$ cat src/rtl/mod_cache_arbiter.sv
// Two-requester cache arbiter: grants the shared cache to one processor at a time,
// holds it for ACCESS_CYCLES cycles, then pulses that processor's Ack. Ties go round-robin.
module mod_cache_arbiter #(
  parameter int ACCESS_CYCLES = 2
) (
  input  logic clk,
  input  logic rst,
  input  logic proc1_Req,
  input  logic proc2_Req,
  output logic sel,
  output logic cache_En,
  output logic proc1_Ack,
  output logic proc2_Ack,
  output logic busy
);

  // Handshake: a processor raises its Req and holds it until its Ack pulses for one cycle;
  // once granted, the access always runs to completion even if Req drops early.

  typedef enum logic [1:0] {
    IDLE   = 2'd0,
    ACCESS = 2'd1,
    ACK    = 2'd2
  } state_e;

  localparam logic [3:0] CNT_LOAD = 4'(ACCESS_CYCLES - 1);

  state_e     state_q, state_d;
  logic       sel_q, sel_d;
  logic       en_q, en_d;
  logic       ack1_q, ack1_d;
  logic       ack2_q, ack2_d;
  logic       busy_q, busy_d;
  logic [3:0] cnt_q, cnt_d;
  logic       last_q, last_d;
  logic       winner;

  always_comb begin
    state_d = state_q;
    sel_d   = sel_q;
    en_d    = 1'b0;
    ack1_d  = 1'b0;
    ack2_d  = 1'b0;
    cnt_d   = cnt_q;
    last_d  = last_q;
    winner  = 1'b0;
    case (state_q)
      IDLE: begin
        if (proc1_Req || proc2_Req) begin
          // On a tie the processor not served last wins (last_q: 0 = proc1, 1 = proc2).
          winner  = (proc1_Req && proc2_Req) ? ~last_q : proc2_Req;
          state_d = ACCESS;
          sel_d   = winner;
          en_d    = 1'b1;
          cnt_d   = CNT_LOAD;
        end
      end
      ACCESS: begin
        en_d = 1'b1;
        if (cnt_q == 4'd0) begin
          state_d = ACK;
          en_d    = 1'b0;
          ack1_d  = ~sel_q;
          ack2_d  = sel_q;
        end else begin
          cnt_d = cnt_q - 4'd1;
        end
      end
      ACK: begin
        last_d  = sel_q;
        state_d = IDLE;
      end
      default: state_d = IDLE;
    endcase
    busy_d = (state_d != IDLE);
  end

  always_ff @(posedge clk) begin
    if (rst) begin
      state_q <= IDLE;
      sel_q   <= 1'b0;
      en_q    <= 1'b0;
      ack1_q  <= 1'b0;
      ack2_q  <= 1'b0;
      busy_q  <= 1'b0;
      cnt_q   <= 4'd0;
      last_q  <= 1'b1;
    end else begin
      state_q <= state_d;
      sel_q   <= sel_d;
      en_q    <= en_d;
      ack1_q  <= ack1_d;
      ack2_q  <= ack2_d;
      busy_q  <= busy_d;
      cnt_q   <= cnt_d;
      last_q  <= last_d;
    end
  end

  assign sel       = sel_q;
  assign cache_En  = en_q;
  assign proc1_Ack = ack1_q;
  assign proc2_Ack = ack2_q;
  assign busy      = busy_q;

endmodule

$ cat config.mk
export PLATFORM = sky130hd
export DESIGN_NAME = mod_cache_arbiter
export DESIGN_NICKNAME = d
export VERILOG_FILES = /design/src/rtl/mod_cache_arbiter.sv
export SDC_FILE = /design/constraint.sdc
export NUM_CORES = 1
export LEC_CHECK = 0
export BUFFER_PORTS_ARGS = -buffer_cell sky130_fd_sc_hd__buf_2
export CORE_ASPECT_RATIO = 1.25
export CORE_MARGIN = 4
export CORE_UTILIZATION = 25
export CTS_BUF_LIST = sky130_fd_sc_hd__clkbuf_4
export DETAILED_ROUTE_END_ITERATION = 12
export PLACE_DENSITY = 0.41
export SYNTH_ARGS = -nofsm -noshare
export SYNTH_HDL_FRONTEND = slang
export SYNTH_SLANG_ARGS = --single-unit
export TNS_END_PERCENT = 30
$ cat constraint.sdc
create_clock -name clk -period 1.96 [get_ports clk]
set_input_delay 0.098 -clock clk [delete_from_list [all_inputs] [get_ports clk]]
set_output_delay 0.098 -clock clk [all_outputs]
set_load 0.01 [all_outputs]
==> reports/results.tsv <==
stage	metric	value	unit
outcome	status	finished clean	
power_and_ir_drop	p_total	0.000531	W
clock_network	clkLatencyLatePin	0.26	ns
sta	setup_tns	0	ns
clock_network	cts_root_buf	clkbuf_4	
logic_synthesis	syn_nets	57	
clock_network	h-tree-depth	1	
route	wl	923	µm
clock_network	cts_sinks	12	
die	start_util	0.272	
global_route	track_usage	0.0909	
finish	diodes	0	
placement	finalWeightedCongestion	0.759	
setup_path	cp.arrival	1.75	ns
clock_network	cts_buffers	3	
placement	portBuffers	8	
sta	setup_viol	0	
placement	dpl-instance-area	544	µm²
sta	slew_headroom	0.625	
setup_path	regToRegEndpoint	cnt_q[0]	
finish	drive_gt1_frac	0.258	
power_and_ir_drop	ir_drop	374	µV
clock_network	cts_tree	done	
setup_path	reg2regPathDepth	5	
die	dieArea	0.00274	mm²
logic_synthesis	ys_ff_latch	12	
die	core_area	0.00181	mm²
logic_synthesis	synth.area.top_cells	dfxtp_1 (49%), a21oi_1 (5.1%), o21ai_0 (5.1%), and2_1 (3.8%), inv_1 (3.8%)	
die	chipHeight	57.6	µm
power_and_ir_drop	power.leakage	0.235	nW
sta	fin_skew	0.00145	ns
die	die_w	47.7	µm
die	num_io_pins	9	
logic_synthesis	ys.warnings.count	0	
clock_network	ctsHoldBuffers	0	
clock_network	cts_resized	0	
logic_synthesis	synth_cells	52	
setup_path	critPathMaxFanout	6	
power_and_ir_drop	power_density	937	mW/mm²
global_route	grt_pass1_vias	403	
logic_synthesis	synth_cell_type_count	24	
global_route	grt-ovfl-total	0	
power_and_ir_drop	seqPwrFrac	0.528	
sta	period_needed	1.59	ns
setup_path	crit_end	cnt_q[0]	
setup_path	end_kind	register	
sta	timing.final.crit_share	0.810	
logic_synthesis	synth_seq_area_share	0.489	
global_route	grt_max_degree	11	
finish	layout.nets	69	
sta	finalMaxSlewViolations	0	
die	num_rows	17	
setup_path	critPathKind	reg2reg	
global_route	grt_pass1_wl	1.72	mm
logic_synthesis	syn_avg_cell_area	9.46	µm²
global_route	antenna_found_initial	0	
power_and_ir_drop	swShare	0.279	
logic_synthesis	yosysTopAreaCell	dfxtp_1	
finish	layout_common_cells	dfxtp_1 (12), buf_2 (8), inv_1 (5), o21ai_0 (5), a21oi_1 (5)	
sta	rsz0062_at_grt	no	
route	vias_per_cell	4.93	
finish	fillers	186	
finish	area_growth	15.3	%
clock_network	cts_setup_buffers	0	
setup_path	r2r_start	cnt_q[0]	
worst_hold_path	hold_class	in2reg	
route	drtIter0Drc	4	
finish	finish.utilization	0.313	
clock_network	clk_pin_slew	0.07	ns
power_and_ir_drop	p_comb_frac	0.193	
sta	hold_violations	0	
sta	tightest_slew	0.561	ns
route	first_pass_iters	2	
run	drv_cap	0	
power_and_ir_drop	p_int	0.000383	W
logic_synthesis	syn-cell-area	492	µm²
sta	fmax	630	MHz
power_and_ir_drop	p_sw	0.000148	W
route	vias	399	
setup_path	rrSetupSlack	0.37	ns
route	wl_per_cell	11.4	µm
finish	fin_area	567	µm²
power_and_ir_drop	p_clk_frac	0.279	
setup_path	start_kind	register	
setup_path	cp_data_required_time	2.12	ns
finish	final_common_cell	dfxtp_1	
clock_network	clock_path_buffers	2	
route	route.detailed.drc	0	
placement	dp_hpwl	708	µm
logic_synthesis	yosysTopAreaCellShare	0.489	
setup_path	cp-startpoint	cnt_q[0]	
route	postRouteAntennaNets	0	
cell usage after synthesis:
cell and instances:
or2_2 1, o31ai_1 1, nor4_1 1, nand2_1 1, o221ai_1 1, o21ba_2 1, or3b_2 1, nand2b_4 1
buf_6 1, nor2_1 2, inv_1 5, ha_1 1, nor3b_1 2, o21ai_0 5, or4_1 2, a211oi_1 1
and2_1 3, o22ai_1 1, or3_1 1, or3_2 1, nor3_1 1, a21oi_1 5, nand3_1 1, dfxtp_1 12
sequential cells by signal, summed over array words and instances, names as in the netlist:
signal and flops:
proc2_Ack 1, cnt_q 4, sel 1, last_q 1
cache_En 1, state_q 2, proc1_Ack 1, busy 1
layout make-up:
class	instances	area [µm²]	share of cell area
sequential	12	240	0.424
multi-input combinational	34	221	0.391
timing repair buffer	8	40.0	0.0706
tap	19	23.8	0.0419
clock buffer	3	22.5	0.0397
inverter	5	18.8	0.0331
worst max-delay path, stage by stage (launching register included):
cell and delay, ns:
dfxtp_1 0.32, inv_1 0.07, ha_1 0.17, nor3b_1 0.49, o22ai_1 0.21, o21ba_2 0.22
stage by stage:
stage          hold slack, ns  instances  setup WS [ns]
6_report               0.0868         81          0.373
5_1_grt                 0.103         81          0.205
4_1_cts                0.0758         81          0.391
3_5_place_dp            0.371         78          0.409
3_3_place_gp            0.370         78          0.415
2_1_floorplan           0.167         52          0.534
how the worst min path moves through the flow:
stage	startpoint	endpoint	slack, ns	cells past startpoint
CTS	rst	cnt_q[1]	0.08	2
global placement	rst	sel	0.37	2
finish	rst	cnt_q[1]	0.09	2
global route	rst	sel	0.10	2
floorplan	rst	cnt_q[1]	0.17	1
detailed placement	rst	sel	0.37	2
per-layer routing:
layer	vias to the layer above	routed length (µm)	GRT usage
li1	208	-	-
met1	184	444	0.110
met2	5	415	0.123
met3	2	40	0.0379
met4	0	23	0.0692
met5	-	0	0
cells by family after synthesis:
| kind of cell | Yosys count | share of synthesized area |
|---|---|---|
| and+or+nand+nor | 18 | 0.242 |
| buffers and inverters | 6 | 0.0611 |
| DFF | 12 | 0.489 |
| adders and majority gates | 1 | 0.0254 |
| AOI/OAI and AO/OA | 15 | 0.183 |
power groups by stage:
stage	clock, W	combinational, W	sequential (W)
CTS	0.000159	0.000104	0.000281
floorplan	0	0.0000772	0.000288
global route	0.000167	0.000119	0.000285
finish	0.000148	0.000102	0.000281
global placement	0	0.000105	0.000287
detailed placement	0	0.000103	0.000286
Power figures use the tool's default switching activity.
